## src/rtl/rggen_rtl_pkg.sv

```systemverilog
// Shared definitions for rggen register wrappers: bus status codes, the
// register handshake state type and beat-index sizing.
package rggen_rtl_pkg;

  localparam logic [1:0] StatusOkay   = 2'b00;
  localparam logic [1:0] StatusSlverr = 2'b10;

  typedef enum logic {StIdle, StAck} register_state_e;

  // Beat index is at least one bit wide so single-beat registers still elaborate.
  function automatic int unsigned beat_index_width(int unsigned beats);
    return (beats > 1) ? $clog2(beats) : 1;
  endfunction

endpackage

```

## src/rtl/rggen_register_beat_buffer.sv

```systemverilog
// Write-merge buffer, pending strobe mask and optional read snapshot for a multi-beat register.
// Snapshot ports exist only when RGGEN_WIDE_REGISTER_ATOMIC_READ_EN is defined.
module rggen_register_beat_buffer
  import rggen_rtl_pkg::*;
#(
  parameter int unsigned BUS_WIDTH = 32,
  parameter int unsigned BEATS     = 2
) (
  input  logic                                    i_clk,
  input  logic                                    i_rst_n,
  input  logic                                    i_merge,
  input  logic                                    i_clear,
  input  logic [beat_index_width(BEATS)-1:0]      i_beat,
  input  logic [BUS_WIDTH-1:0]                    i_data,
  input  logic [BUS_WIDTH-1:0]                    i_strobe,
`ifdef RGGEN_WIDE_REGISTER_ATOMIC_READ_EN
  input  logic                                    i_snapshot_en,
  input  logic [BEATS*BUS_WIDTH-1:0]              i_snapshot_data,
  output logic [BEATS*BUS_WIDTH-1:0]              o_snapshot,
`endif
  output logic [BEATS*BUS_WIDTH-1:0]              o_buffer_data,
  output logic [BEATS*BUS_WIDTH-1:0]              o_pending_mask
);

  localparam int unsigned BeatIndexWidth = beat_index_width(BEATS);

  if (BEATS > 1) begin : g_buffer
    localparam int unsigned BufWidth = (BEATS - 1) * BUS_WIDTH;

    logic [BufWidth-1:0] buf_q, buf_d;
    logic [BufWidth-1:0] pending_q, pending_d;

    always_comb begin
      buf_d     = buf_q;
      pending_d = pending_q;
      if (i_clear) begin
        buf_d     = '0;
        pending_d = '0;
      end else if (i_merge) begin
        for (int i = 0; i < BEATS - 1; i++) begin
          if (i_beat == BeatIndexWidth'(i)) begin
            buf_d[i*BUS_WIDTH+:BUS_WIDTH] =
              (buf_q[i*BUS_WIDTH+:BUS_WIDTH] & ~i_strobe) | (i_data & i_strobe);
            pending_d[i*BUS_WIDTH+:BUS_WIDTH] = pending_q[i*BUS_WIDTH+:BUS_WIDTH] | i_strobe;
          end
        end
      end
    end

    always_ff @(posedge i_clk or negedge i_rst_n) begin
      if (!i_rst_n) begin
        buf_q     <= '0;
        pending_q <= '0;
      end else begin
        buf_q     <= buf_d;
        pending_q <= pending_d;
      end
    end

    // The last beat is never buffered; it arrives with the commit itself.
    assign o_buffer_data  = {{BUS_WIDTH{1'b0}}, buf_q};
    assign o_pending_mask = {{BUS_WIDTH{1'b0}}, pending_q};
  end else begin : g_no_buffer
    assign o_buffer_data  = '0;
    assign o_pending_mask = '0;
  end

`ifdef RGGEN_WIDE_REGISTER_ATOMIC_READ_EN
  logic [BEATS*BUS_WIDTH-1:0] snapshot_q;

  always_ff @(posedge i_clk or negedge i_rst_n) begin
    if (!i_rst_n) begin
      snapshot_q <= '0;
    end else if (i_snapshot_en) begin
      snapshot_q <= i_snapshot_data;
    end
  end

  assign o_snapshot = snapshot_q;
`endif

endmodule

```

## src/rtl/rggen_wide_register.sv

```systemverilog
// Register wrapper for a register wider than the bus: buffers beats and commits atomically.
// Define RGGEN_WIDE_REGISTER_ATOMIC_READ_EN to snapshot the register on beat-0 reads.
module rggen_wide_register
  import rggen_rtl_pkg::*;
#(
  parameter bit                      READABLE       = 1'b1,
  parameter bit                      WRITABLE       = 1'b1,
  parameter int unsigned             ADDRESS_WIDTH  = 8,
  parameter bit [ADDRESS_WIDTH-1:0]  OFFSET_ADDRESS = '0,
  parameter int unsigned             BUS_WIDTH      = 32,
  parameter int unsigned             DATA_WIDTH     = 2 * BUS_WIDTH,
  parameter bit [DATA_WIDTH-1:0]     VALID_BITS     = '1
) (
  input  logic                     i_clk,
  input  logic                     i_rst_n,
  input  logic                     i_register_valid,
  input  logic                     i_register_write,
  input  logic [ADDRESS_WIDTH-1:0] i_register_address,
  input  logic [BUS_WIDTH-1:0]     i_register_write_data,
  input  logic [BUS_WIDTH-1:0]     i_register_strobe,
  output logic                     o_register_active,
  output logic                     o_register_ready,
  output logic [1:0]               o_register_status,
  output logic [BUS_WIDTH-1:0]     o_register_read_data,
  output logic [DATA_WIDTH-1:0]    o_register_value,
  output logic                     o_bit_field_write_valid,
  output logic                     o_bit_field_read_valid,
  output logic [DATA_WIDTH-1:0]    o_bit_field_mask,
  output logic [DATA_WIDTH-1:0]    o_bit_field_write_data,
  input  logic [DATA_WIDTH-1:0]    i_bit_field_read_data,
  input  logic [DATA_WIDTH-1:0]    i_bit_field_value
);

  localparam int unsigned BEATS          = DATA_WIDTH / BUS_WIDTH;
  localparam int unsigned BeatIndexWidth = beat_index_width(BEATS);
  localparam int unsigned ByteShift      = $clog2(BUS_WIDTH / 8);
  localparam int unsigned LastShift      = (BEATS - 1) * BUS_WIDTH;
  localparam logic [ADDRESS_WIDTH:0]      RangeSize = (ADDRESS_WIDTH+1)'(BEATS * BUS_WIDTH / 8);
  localparam logic [BeatIndexWidth-1:0]   LastBeat  = BeatIndexWidth'(BEATS - 1);

  logic [ADDRESS_WIDTH-1:0]  offset;
  logic                      hit;
  logic [BeatIndexWidth-1:0] beat;
  logic                      accept, merge, commit, read_access, read_pulse;
  logic [DATA_WIDTH-1:0]     buffer_data, pending_mask, commit_data, commit_mask, read_mask;
  logic [BUS_WIDTH-1:0]      live_slice, read_slice, read_data_d;
  logic [1:0]                status_d;

  register_state_e           state_q;
  logic                      ready_q;
  logic [1:0]                status_q;
  logic [BUS_WIDTH-1:0]      read_data_q;

  // Address wraps below the offset are rejected by the explicit >= compare.
  assign offset = i_register_address - OFFSET_ADDRESS;
  assign hit    = (i_register_address >= OFFSET_ADDRESS) && ({1'b0, offset} < RangeSize);
  assign beat   = BeatIndexWidth'(offset >> ByteShift);

  assign o_register_active = i_register_valid && hit;
  assign accept            = (state_q == StIdle) && o_register_active;
  assign merge             = accept && i_register_write && WRITABLE && (beat != LastBeat);
  assign commit            = accept && i_register_write && WRITABLE && (beat == LastBeat);
  assign read_access       = accept && !i_register_write && READABLE;

  assign commit_data = buffer_data | (DATA_WIDTH'(i_register_write_data) << LastShift);
  assign commit_mask = pending_mask | (DATA_WIDTH'(i_register_strobe) << LastShift);
  assign live_slice  = BUS_WIDTH'(i_bit_field_read_data >> (int'(beat) * BUS_WIDTH));

`ifdef RGGEN_WIDE_REGISTER_ATOMIC_READ_EN
  logic [DATA_WIDTH-1:0] snapshot;

  assign read_pulse = read_access && (beat == '0);
  assign read_mask  = '1;
  assign read_slice = (beat == '0) ? live_slice
                                   : BUS_WIDTH'(snapshot >> (int'(beat) * BUS_WIDTH));
`else
  assign read_pulse = read_access;
  assign read_mask  = DATA_WIDTH'({BUS_WIDTH{1'b1}}) << (int'(beat) * BUS_WIDTH);
  assign read_slice = live_slice;
`endif

  rggen_register_beat_buffer #(
    .BUS_WIDTH (BUS_WIDTH),
    .BEATS     (BEATS)
  ) u_beat_buffer (
    .i_clk           (i_clk),
    .i_rst_n         (i_rst_n),
    .i_merge         (merge),
    .i_clear         (commit),
    .i_beat          (beat),
    .i_data          (i_register_write_data),
    .i_strobe        (i_register_strobe),
`ifdef RGGEN_WIDE_REGISTER_ATOMIC_READ_EN
    .i_snapshot_en   (read_pulse),
    .i_snapshot_data (i_bit_field_read_data),
    .o_snapshot      (snapshot),
`endif
    .o_buffer_data   (buffer_data),
    .o_pending_mask  (pending_mask)
  );

  always_comb begin
    o_bit_field_mask = '0;
    if (commit) begin
      o_bit_field_mask = commit_mask & VALID_BITS;
    end else if (read_pulse) begin
      o_bit_field_mask = read_mask & VALID_BITS;
    end
  end

  assign o_bit_field_write_valid = commit;
  assign o_bit_field_read_valid  = read_pulse;
  assign o_bit_field_write_data  = commit_data;
  assign o_register_value        = i_bit_field_value & VALID_BITS;

  always_comb begin
    status_d    = StatusOkay;
    read_data_d = '0;
    if (i_register_write) begin
      if (!WRITABLE) status_d = StatusSlverr;
    end else if (!READABLE) begin
      status_d = StatusSlverr;
    end else begin
      read_data_d = read_slice;
    end
  end

  always_ff @(posedge i_clk or negedge i_rst_n) begin
    if (!i_rst_n) begin
      state_q     <= StIdle;
      ready_q     <= 1'b0;
      status_q    <= StatusOkay;
      read_data_q <= '0;
    end else begin
      unique case (state_q)
        StIdle: begin
          ready_q <= accept;
          if (accept) begin
            state_q     <= StAck;
            status_q    <= status_d;
            read_data_q <= read_data_d;
          end
        end
        StAck: begin
          state_q <= StIdle;
          ready_q <= 1'b0;
        end
        default: begin
          state_q <= StIdle;
          ready_q <= 1'b0;
        end
      endcase
    end
  end

  assign o_register_ready     = ready_q;
  assign o_register_status    = status_q;
  assign o_register_read_data = read_data_q;

endmodule

```

## config.mk

```make
export PLATFORM = sky130hd
export DESIGN_NAME = rggen_wide_register
export DESIGN_NICKNAME = d
export VERILOG_FILES = /design/src/rtl/rggen_rtl_pkg.sv /design/src/rtl/rggen_register_beat_buffer.sv /design/src/rtl/rggen_wide_register.sv
export SDC_FILE = /design/constraint.sdc
export NUM_CORES = 1
export LEC_CHECK = 0
export ABC_CLOCK_PERIOD_IN_PS = 3800
export CORE_AREA = 2 2 168 170
export CTS_CLUSTER_SIZE = 24
export DETAILED_ROUTE_END_ITERATION = 10
export DIE_AREA = 0 0 170 172
export PLACE_DENSITY = 0.61
export SLEW_MARGIN = 20
export SYNTH_ARGS = -nofsm -noshare
export SYNTH_HDL_FRONTEND = slang
export SYNTH_SLANG_ARGS = --single-unit
```

## constraint.sdc

```tcl
create_clock -name i_clk -period 3.8 [get_ports i_clk]
set_clock_uncertainty 0.05 [all_clocks]
set_input_delay 0.95 -clock i_clk [delete_from_list [all_inputs] [get_ports i_clk]]
set_output_delay 0.95 -clock i_clk [all_outputs]
set_load 0.05 [all_outputs]
```

Yosys cells after proc, flatten, opt, wreduce, memory -nomap -nowiden
Index checks and enable logic that the tools add are counted.
{"block": "word_totals", "regBits": 98, "latchBits": 0, "ramBits": 0, "mem_bits_ro": 0, "input_bits": 204, "out_inout_bits": 230, "elab_cells": 42, "mem_count": 0}
{"block": "classes", "n_addsub": 0, "multipliers": 0, "div_mod_pow": 0, "magnitude_cmp": 2, "eq_ne": 1, "n_shift": 2, "muxes": 12, "bitwise_logic": 9, "n_reduce_logical": 11}
{"operator": "2-to-1 mux 32 bit", "count": 7}
{"operator": "2-to-1 mux 64 bit", "count": 2}
{"operator": "bitwise OR 32 x 64 -> 64 bit", "count": 2}
{"operator": "bitwise AND 32 bit", "count": 2}
{"operator": "bitwise OR 32 bit", "count": 2}
{"operator": "<< shifter 32 x 6 -> 64 bit, first input constant", "count": 1}
{"operator": "right shift 64 x 6 -> 32 bit", "count": 1}
{"operator": "NOT 32 bit", "count": 1}
{"operator": "greater-or-equal comparator 8 x 1 -> 1 bit, second input constant", "count": 1}
{"operator": "less-than comparator 8 x 4 -> 1 bit, second input constant", "count": 1}
{"operator": "logical AND 1 bit", "count": 7}
{"operator": "case mux 1 bit (2 select lines)", "count": 2}
{"operator": "AND reduction 2 bit", "count": 2}
{"operator": "inequality test 2 x 1 -> 1 bit, second input constant", "count": 1}
{"operator": "NOT 1 bit", "count": 2}
{"operator": "nonzero test 2 bit", "count": 1}
{"operator": "zero test 1 bit", "count": 1}
{"operator": "2-to-1 mux 1 bit", "count": 1}

Logic depth before layout (Yosys ltp)
Gate-level depths: netlist of run 1.
{"block": "logic_depth", "ltp_word": 8, "ltp_mapped": 5, "mapped_depth_nobuf": 4}

Hierarchy
From an unflattened synthesis of run 1, not the netlist that was laid out.
{"block": "hier_totals", "hier_cells": 713, "area_unflattened_um2": 6611.3}
{"module": "rggen_register_beat_buffer", "instances": 1, "cells_each": 317, "area_per_inst_um2": 3473.3, "seq_area_each_um2": 1601.5}
{"module": "rggen_wide_register", "instances": 1, "cells_each": 396, "area_per_inst_um2": 3138.0, "seq_area_each_um2": 825.8}

Worst setup path after synthesis of run 1
OpenSTA, ideal clock, no wires.
{"block": "synth_timing", "kind": "input-to-output", "from": "input i_register_address[7]", "to": "output o_register_active", "arrival_time_ns": 2.667, "required_time_ns": 2.800, "setup_slack_ns": 0.133, "cell_stages": 2, "n_path_buf": 0, "cell_sequence": "or4b_2 nor3_1"}
{"block": "synth_via", "elab_chain_cells": 3, "elab_cells_between_ends": 4, "cone_classes": "order compare (2); reduce/logical (2)"}
{"element": "start: declaration", "line_no": "rggen_wide_register.sv:18", "rtl": "input logic [ADDRESS_WIDTH-1:0] i_register_address,"}
{"element": "greater-or-equal comparator 8 x 1 -> 1 bit or less-than comparator 8 x 4 -> 1 bit (tied branches)", "line_no": "rggen_wide_register.sv:56", "rtl": "assign hit = (i_register_address >= OFFSET_ADDRESS) && ({1'b0, offset} < RangeSize);"}
{"element": "logical AND 1 bit *", "line_no": "rggen_wide_register.sv:56"}
{"element": "logical AND 1 bit *", "line_no": "rggen_wide_register.sv:59", "rtl": "assign o_register_active = i_register_valid && hit;"}
{"element": "end: declaration", "line_no": "rggen_wide_register.sv:21", "rtl": "output logic o_register_active,"}
Every way passes the cells marked *; elsewhere a longest branch is shown, timed or not.

Worst setup path after layout of run 1
{"block": "layout_timing", "from": "input i_register_address[7]", "to": "output o_bit_field_mask[31]"}
{"block": "layout_via", "elab_chain_cells": 7, "elab_cells_between_ends": 10, "cone_classes": "order compare (2); mux (2); reduce/logical (6)"}
{"element": "greater-or-equal comparator 8 x 1 -> 1 bit or less-than comparator 8 x 4 -> 1 bit (tied branches)", "line_no": "rggen_wide_register.sv:56"}
{"element": "logical AND 1 bit *", "line_no": "rggen_wide_register.sv:56"}
{"element": "logical AND 1 bit *", "line_no": "rggen_wide_register.sv:59"}
{"element": "logical AND 1 bit *", "line_no": "rggen_wide_register.sv:60", "rtl": "assign accept = (state_q == StIdle) && o_register_active;"}
{"element": "logical AND 1 bit, on equally long branches", "line_no": "rggen_wide_register.sv:63, rggen_wide_register.sv:62"}
{"element": "2-to-1 mux 64 bit or logical AND 1 bit (tied branches)", "line_no": "rggen_wide_register.sv:106, rggen_wide_register.sv:62"}
{"element": "2-to-1 mux 64 bit *", "line_no": "rggen_wide_register.sv:104", "rtl": "if (commit) begin"}
{"element": "end: declaration", "line_no": "rggen_wide_register.sv:28", "rtl": "output logic [DATA_WIDTH-1:0] o_bit_field_mask,"}
Marked as above.

==> results.py, run 1 <==
metrics = {
    "grt": {
        "grt_pass1_wl_mm": 34.30,
        "grt_overflow": 0,
        "antenna_found_initial": 1,
        "track_usage_pct": 15.70,
        "grt_max_degree": 67,
        "grt_pass1_vias": 5437,
    },
    "synthesis": {
        "synth-async-reset-ratio_pct": 100.0,
        "synthTopCellsByArea": "dfrtp_1 41%, buf_4 12%, mux2_1 5.5%",
        "yosysSeqAreaShare_pct": 40.65,
        "synth.distinct_cells": 28,
        "syn_avg_cell_area_um2": 9.230,
        "syn-cell-area_um2": 5972,
        "syn_inst": 647,
        "synth_edf_count": 0,
        "yosys_most_used_dff": "dfrtp_1",
        "ys_top_cells_by_count": "99 x buf_4, 97 x dfrtp_1, 67 x nor2_1, 64 x a21oi_1",
        "yosysWarnings": 0,
        "yosysMostFrequentCell": "buf_4",
        "yosysTopAreaCell": "dfrtp_1",
        "ys_ff_latch": 97,
        "synth_top_area_share_pct": 40.65,
    },
    "timing": {
        "period_minus_slack_ns": 3.631,
        "finalHoldViolCount": 0,
        "fmaxAchievable_mhz": 275.4,
        "period_share_pct": 95.55,
        "tightest_slew_ns": 0.8206,
        "relSlewSlack_pct": 45.30,
        "final-setup-viol-count": 0,
        "fin_tns_setup_ns": 0,
        "drv_slew": 0,
        "rsz0062_at_grt": "no",
    },
    "clocking": {
        "clock_sinks": 97,
        "cts_tree": "yes",
        "worstSkewPairLatency_ns": 0.35,
        "cts_buffer_depth": 2,
        "tritoncts.num_buffers": 9,
        "clockRootBuffer": "clkbuf_16",
        "h-tree-depth": 3,
        "cts_hold_buffers": 0,
        "post-cts-setup-buffers": 0,
        "path_clk_slew_ns": 0.07,
        "ctsResizeCount": 0,
    },
    "finish": {
        "fill_cells": 2765,
        "syn_to_final_growth_pct": 61.03,
        "drive_above_1_share_pct": 13.94,
        "ff_latch_area_um2": 2427,
        "final_nets": 1031,
        "fin_cells": 1179,
        "multiInputGateArea_um2": 2456,
    },
    "detailed_routing": {
        "drt-total-wl_mm": 23.34,
        "wl_per_cell_um": 19.80,
        "avgViaCountPerCell": 4.589,
        "drc": 0,
        "dr.first_iter.drc_count": 185,
        "vias": 5411,
        "drtAntennaViolNets": 0,
        "dr.pass1.iters": 4,
    },
    "worst_setup_path": {
        "end_kind": "output pin",
        "critical_path_class": "in2out",
        "r2r_start": "o_register_ready",
        "path_cells": "clkdlybuf4s50_1, nor4b_4, nand3b_2, buf_12, a21oi_1, buf_12",
        "critPathSlowestCell": "clkdlybuf4s50_1",
        "crit_required_ns": 2.80,
        "crit_path_start": "i_register_address[7]",
        "arrival_ns": 2.63,
        "cp_common_cell": "buf_12",
        "max_stage_delay_ns": 0.46,
        "critPathMaxFanout": 34,
        "critPathLaunchType": "input port",
    },
    "power": {
        "power_leakage_nw": 4.031,
        "p_total_mw": 3.006,
        "ir_drop_v": 0.0001379,
        "powerDensity_nw_per_um2": 312.6,
    },
    "floorplanning": {
        "dieWidth_um": 170,
        "initial_core_util_pct": 21.73,
        "std_cell_rows": 61,
        "core_area_um2": 27480,
        "chipHeight_um": 172,
        "die_area_um2": 29240,
        "boundaryPins": 434,
    },
    "hold_path": {
        "min_from": "o_register_read_data[16]",
        "holdCritPathClass": "reg2reg",
    },
    "place": {
        "gp_congestion": 0.7485,
        "dp_cells": 1162,
        "dpl.hpwl_mm": 17.35,
        "io_buffer_count": 301,
    },
    "flow_run": {
        "maxCapViolCount": 0,
    },
    "run_status": {
        "status": "complete, no violations",
    },
}
registers in the layout (all words and copies together) (netlist names):
name                              count
o_register_read_data                 32
u_beat_buffer.g_buffer.buf_q         32
u_beat_buffer.g_buffer.pending_q     32
o_register_ready                      1
power by group:
part	switching, mW	internal (mW)	total (mW)	leakage (nW)
Sequential	0.0545	1.13	1.19	1.15
Combinational	0.520	0.361	0.880	2.73
Clock	0.461	0.480	0.940	0.148
Total	1.03	1.97	3.01	4.03
cell families after synthesis:
family	count (synthesis)	share of synthesized area, %
other	1	0.06279
and+or+nand+nor	141	11.29
buffers and inverters	184	18.50
AOI/OAI and AO/OA	160	18.10
muxes	64	11.40
DFF	97	40.65
worst paths after layout:
| path | end | slack (ns) | cells after the start |
|---|---|---|---|
| worst max register to register | u_beat_buffer.g_buffer.pending_q[15] | 1.99 | 4 |
| worst max-delay path | o_bit_field_mask[31] | 0.17 | 6 |
| worst min-delay path | o_register_read_data[16] | 0.44 | 1 |
| min in group asynchronous | o_register_read_data[28] | 0.54 | 1 |
| max in group asynchronous | u_beat_buffer.g_buffer.pending_q[22] | 2.40 | 2 |
| worst min register to register | o_register_read_data[16] | 0.44 | 1 |
metrics by stage:
stage | hold slack [ns] | setup WS [ns] | instance area (um^2) | util [%]
6_report | 0.4377 | 0.1693 | 9617 | 35.00
5_1_grt | 0.4487 | 0.03234 | 9617 | 35.00
4_1_cts | 0.4417 | 0.1473 | 9614 | 34.99
3_5_place_dp | 0.4240 | 0.1514 | 9318 | 33.91
3_3_place_gp | 0.4166 | 0.1522 | 9318 | 33.91
2_1_floorplan | 0.4124 | 0.1332 | 5976 | -
layer usage:
metal	routed length, um	GRT usage [%]
met1	8961	17.62
met2	11860	28.22
met3	1717	4.417
met4	799	6.132
met5	0	0
cell usage in the layout (no fill, tap or decap), drive strengths merged:
cell type,instances
clkdlybuf4s50,230
a21oi,64
nand4b,1
nor2,67
mux2i,32
nand2,33
and3,1
clkbuf,10
a41oi,32
nor2b,32
clkinv,2
buf,88
a31oi,32
conb,2
o2bb2ai,32
inv,38
or4b,1
and2,1
dfrtp,97
nor4b,2
nand3b,1
or2,1
nor3,1
mux2,32
diode,1
area by class of cell:
type / instances / area share (%)
inverter: 34 / 1.327
timing repair buffer: 318 / 40.28
multi-input combinational: 367 / 25.54
clock inverter: 6 / 0.5985
sequential: 97 / 25.24
clock buffer: 10 / 2.485
tap: 346 / 4.502
antenna: 1 / 0.02602
worst max-delay path, delay by kind of cell:
family          cells  cell delay, ns
simple gates        2            0.54
compound gates      1            0.29
buf+inv             3            0.84
Note: power is estimated with default switching activity, not from simulation.
==> run 2: changes to the inputs <==
--- a/config.mk
+++ b/config.mk
@@ -5,12 +5,14 @@
 export SDC_FILE = /design/constraint.sdc
 export NUM_CORES = 1
 export LEC_CHECK = 0
+export ABC_AREA = 1
 export ABC_CLOCK_PERIOD_IN_PS = 3800
-export CORE_AREA = 2 2 168 170
+export CORE_AREA = 2 2 171 173
 export CTS_CLUSTER_SIZE = 24
 export DETAILED_ROUTE_END_ITERATION = 10
-export DIE_AREA = 0 0 170 172
-export PLACE_DENSITY = 0.61
+export DIE_AREA = 0 0 173 175
+export PLACE_DENSITY = 0.59
+export SKIP_CTS_REPAIR_TIMING = 1
 export SLEW_MARGIN = 20
 export SYNTH_ARGS = -nofsm -noshare
 export SYNTH_HDL_FRONTEND = slang
==> run 2 against run 1 <==
Net effect: die area is 3.5% higher; clock power hardly changed; sequential share of layout area is 0.87 points lower; synthesized cell count is 26% higher; cell count is 18% higher; register-to-register slack hardly changed; design area is 3.6% higher; non-clock buffer count is 10 higher; sequential power hardly changed; via count is 14% higher; routed wire length is 2.8% lower; critical path depth is 5 higher; critical path type unchanged.
==> results.py, run 2 <==
metrics = {
    "clocking": {
        "tritoncts.num_buffers": 9,
        "h-tree-depth": 3,
        "worstSkewPairLatency_ns": 0.35,
        "path_clk_slew_ns": 0.08,
        "clockRootBuffer": "clkbuf_16",
        "cts_buffer_depth": 2,
        "clock_sinks": 97,
        "cts_tree": "yes",
    },
    "worst_setup_path": {
        "critPathLaunchType": "input port",
        "ff2ff_setup_slack_ns": 1.98,
        "critical_path_class": "in2out",
        "r2r_start": "o_register_ready",
        "end_kind": "output pin",
        "worstReg2RegEnd": "o_register_read_data[7]",
        "crit_required_ns": 2.80,
        "critPathMaxFanout": 28,
        "arrival_ns": 2.69,
        "rr_worst_depth": 6,
    },
    "synthesis": {
        "ys_ff_latch": 97,
        "synth_compound_area_share_pct": 7.764,
        "ys_top_cells_by_count": "226 x nand2_1, 103 x buf_4, 97 x dfrtp_1, 96 x nand4_1, 96 x o21ai_0",
        "syn_inst": 816,
        "synth_xor_area_share_pct": 0,
        "yosys_most_used_dff": "dfrtp_1",
        "synthMuxAreaShare_pct": 5.176,
        "yosysTopAreaCell": "dfrtp_1",
        "synth-async-reset-ratio_pct": 100.0,
        "synthAdderAreaFrac_pct": 0,
        "synthTopCellsByArea": "dfrtp_1 39%, nand2_1 14%, buf_4 12%",
        "syn_avg_cell_area_um2": 7.584,
        "syn-cell-area_um2": 6188,
        "synth_top_area_share_pct": 39.22,
        "synth_simple_gate_area_share_pct": 29.18,
        "synth_edf_count": 0,
        "yosysMostFrequentCell": "nand2_1",
        "yosysWarnings": 0,
        "yosysSeqAreaShare_pct": 39.22,
        "synth.distinct_cells": 16,
        "synth_top_family_by_area": "simple AND/OR/NAND/NOR gates",
    },
    "timing": {
        "final-setup-viol-count": 0,
        "rsz0062_at_grt": "yes",
        "drv_slew": 0,
        "period_share_pct": 97.08,
        "relSlewSlack_pct": 33.70,
        "fmaxAchievable_mhz": 271.1,
        "period_minus_slack_ns": 3.689,
        "tightest_slew_ns": 0.9933,
        "finalHoldViolCount": 0,
    },
    "detailed_routing": {
        "vias": 6170,
        "drc": 0,
        "dr.first_iter.drc_count": 361,
        "drt-total-wl_mm": 22.68,
        "dr.pass1.iters": 5,
        "avgViaCountPerCell": 4.452,
        "drtAntennaViolNets": 0,
        "wl_per_cell_um": 16.37,
    },
    "place": {
        "io_buffer_count": 301,
        "place_area_um2": 9599,
        "dp_cells": 1368,
        "dpl.hpwl_mm": 15.88,
        "gp_congestion": 0.7452,
    },
    "hold_path": {
        "holdPathEnd": "o_register_read_data[14]",
        "holdCritPathClass": "reg2reg",
        "min_from": "o_register_read_data[14]",
        "hold_depth": 2,
    },
    "finish": {
        "final_nets": 1201,
        "most-common-layout-cells": "231 x clkdlybuf4s50_1, 223 x nand2_1, 97 x dfrtp_1, 96 x o21ai_0, 96 x nand4_1",
        "multiInputGateArea_um2": 2631,
        "syn_to_final_growth_pct": 60.98,
        "drive_above_1_share_pct": 15.17,
        "antenna_cells": 0,
        "post-route-util_pct": 35.09,
        "fin_area_um2": 9962,
        "mostFrequentLayoutCell": "clkdlybuf4s50_1",
        "ff_latch_area_um2": 2427,
        "fin_cells": 1386,
        "fill_cells": 2934,
    },
    "grt": {
        "grt_max_degree": 98,
        "antenna_found_initial": 1,
        "grt_overflow": 0,
        "track_usage_pct": 14.51,
        "grt_pass1_vias": 6043,
        "grt_pass1_wl_mm": 34.85,
    },
    "floorplanning": {
        "dieWidth_um": 173,
        "die_area_um2": 30280,
        "core_area_um2": 28390,
        "initial_core_util_pct": 21.80,
        "chipHeight_um": 175,
        "std_cell_rows": 62,
        "boundaryPins": 434,
    },
    "power": {
        "ir_drop_v": 0.0001460,
        "p_total_mw": 2.989,
        "powerDensity_nw_per_um2": 300.0,
        "power_leakage_nw": 4.522,
    },
    "run_status": {
        "status": "complete, no violations",
    },
    "flow_run": {
        "maxCapViolCount": 0,
    },
}
[run 2: area by class of cell]
type | instances | share of cell area (%)
clock buffer | 10 | 2.399
clock inverter | 6 | 0.5024
inverter | 38 | 1.444
multi-input combinational | 523 | 26.41
sequential | 97 | 24.37
tap | 384 | 4.823
timing repair buffer | 328 | 40.05
[run 2: worst max path at each step]
stage / from / to / slack, ns / cells after the start
after floorplan: i_register_address[4] / o_bit_field_mask[50] / 0.44 / 7
after global placement: i_register_address[7] / o_bit_field_mask[11] / -0.01 / 9
after detailed placement: i_register_valid / o_bit_field_mask[9] / -0.02 / 10
after CTS: i_register_address[7] / o_bit_field_mask[9] / -0.03 / 9
after global routing: i_register_valid / o_bit_field_mask[5] / -0.03 / 11
final: i_register_valid / o_bit_field_mask[1] / 0.11 / 11
[run 2: cell families after synthesis]
logic type	Yosys count
other	1
buffers and inverters	197
AND/OR/NAND/NOR	393
AO/OA/AOI/OAI	96
flip-flops	97
multiplexers	32
[run 2: critical path, cell delays in order]
cell and delay [ns]:
clkdlybuf4s50_1 0.46, inv_1 0.04, nor2_1 0.11, nand3_2 0.13
nor2_4 0.15, buf_12 0.14, buf_16 0.17, buf_4 0.16
nand4_1 0.07, nand2_1 0.14, buf_12 0.15
[run 2: per-layer routing]
| metal | global-route usage [%] | share of wire (%) |
|---|---|---|
| met5 | 0 | 0 |
| met4 | 5.226 | 2.8 |
| met3 | 4.395 | 7.5 |
| met2 | 25.07 | 49 |
| met1 | 17.01 | 40 |
[run 2: where the power goes]
group | switching [mW] | internal [mW]
registers | 0.0565 | 1.12
logic | 0.526 | 0.353
clock network | 0.464 | 0.473
total | 1.05 | 1.94
[run 2: metrics by stage]
step                      worst slack (ns)  hold WS (ns)  TNS (ns)
after floorplan                     0.4356        0.4133         0
after global placement            -0.01145        0.4138  -0.02757
after detailed placement          -0.02352        0.4228  -0.05518
after CTS                         -0.02636        0.4417  -0.07168
after global routing              -0.02557        0.4596   -0.1153
final                               0.1108        0.4360         0
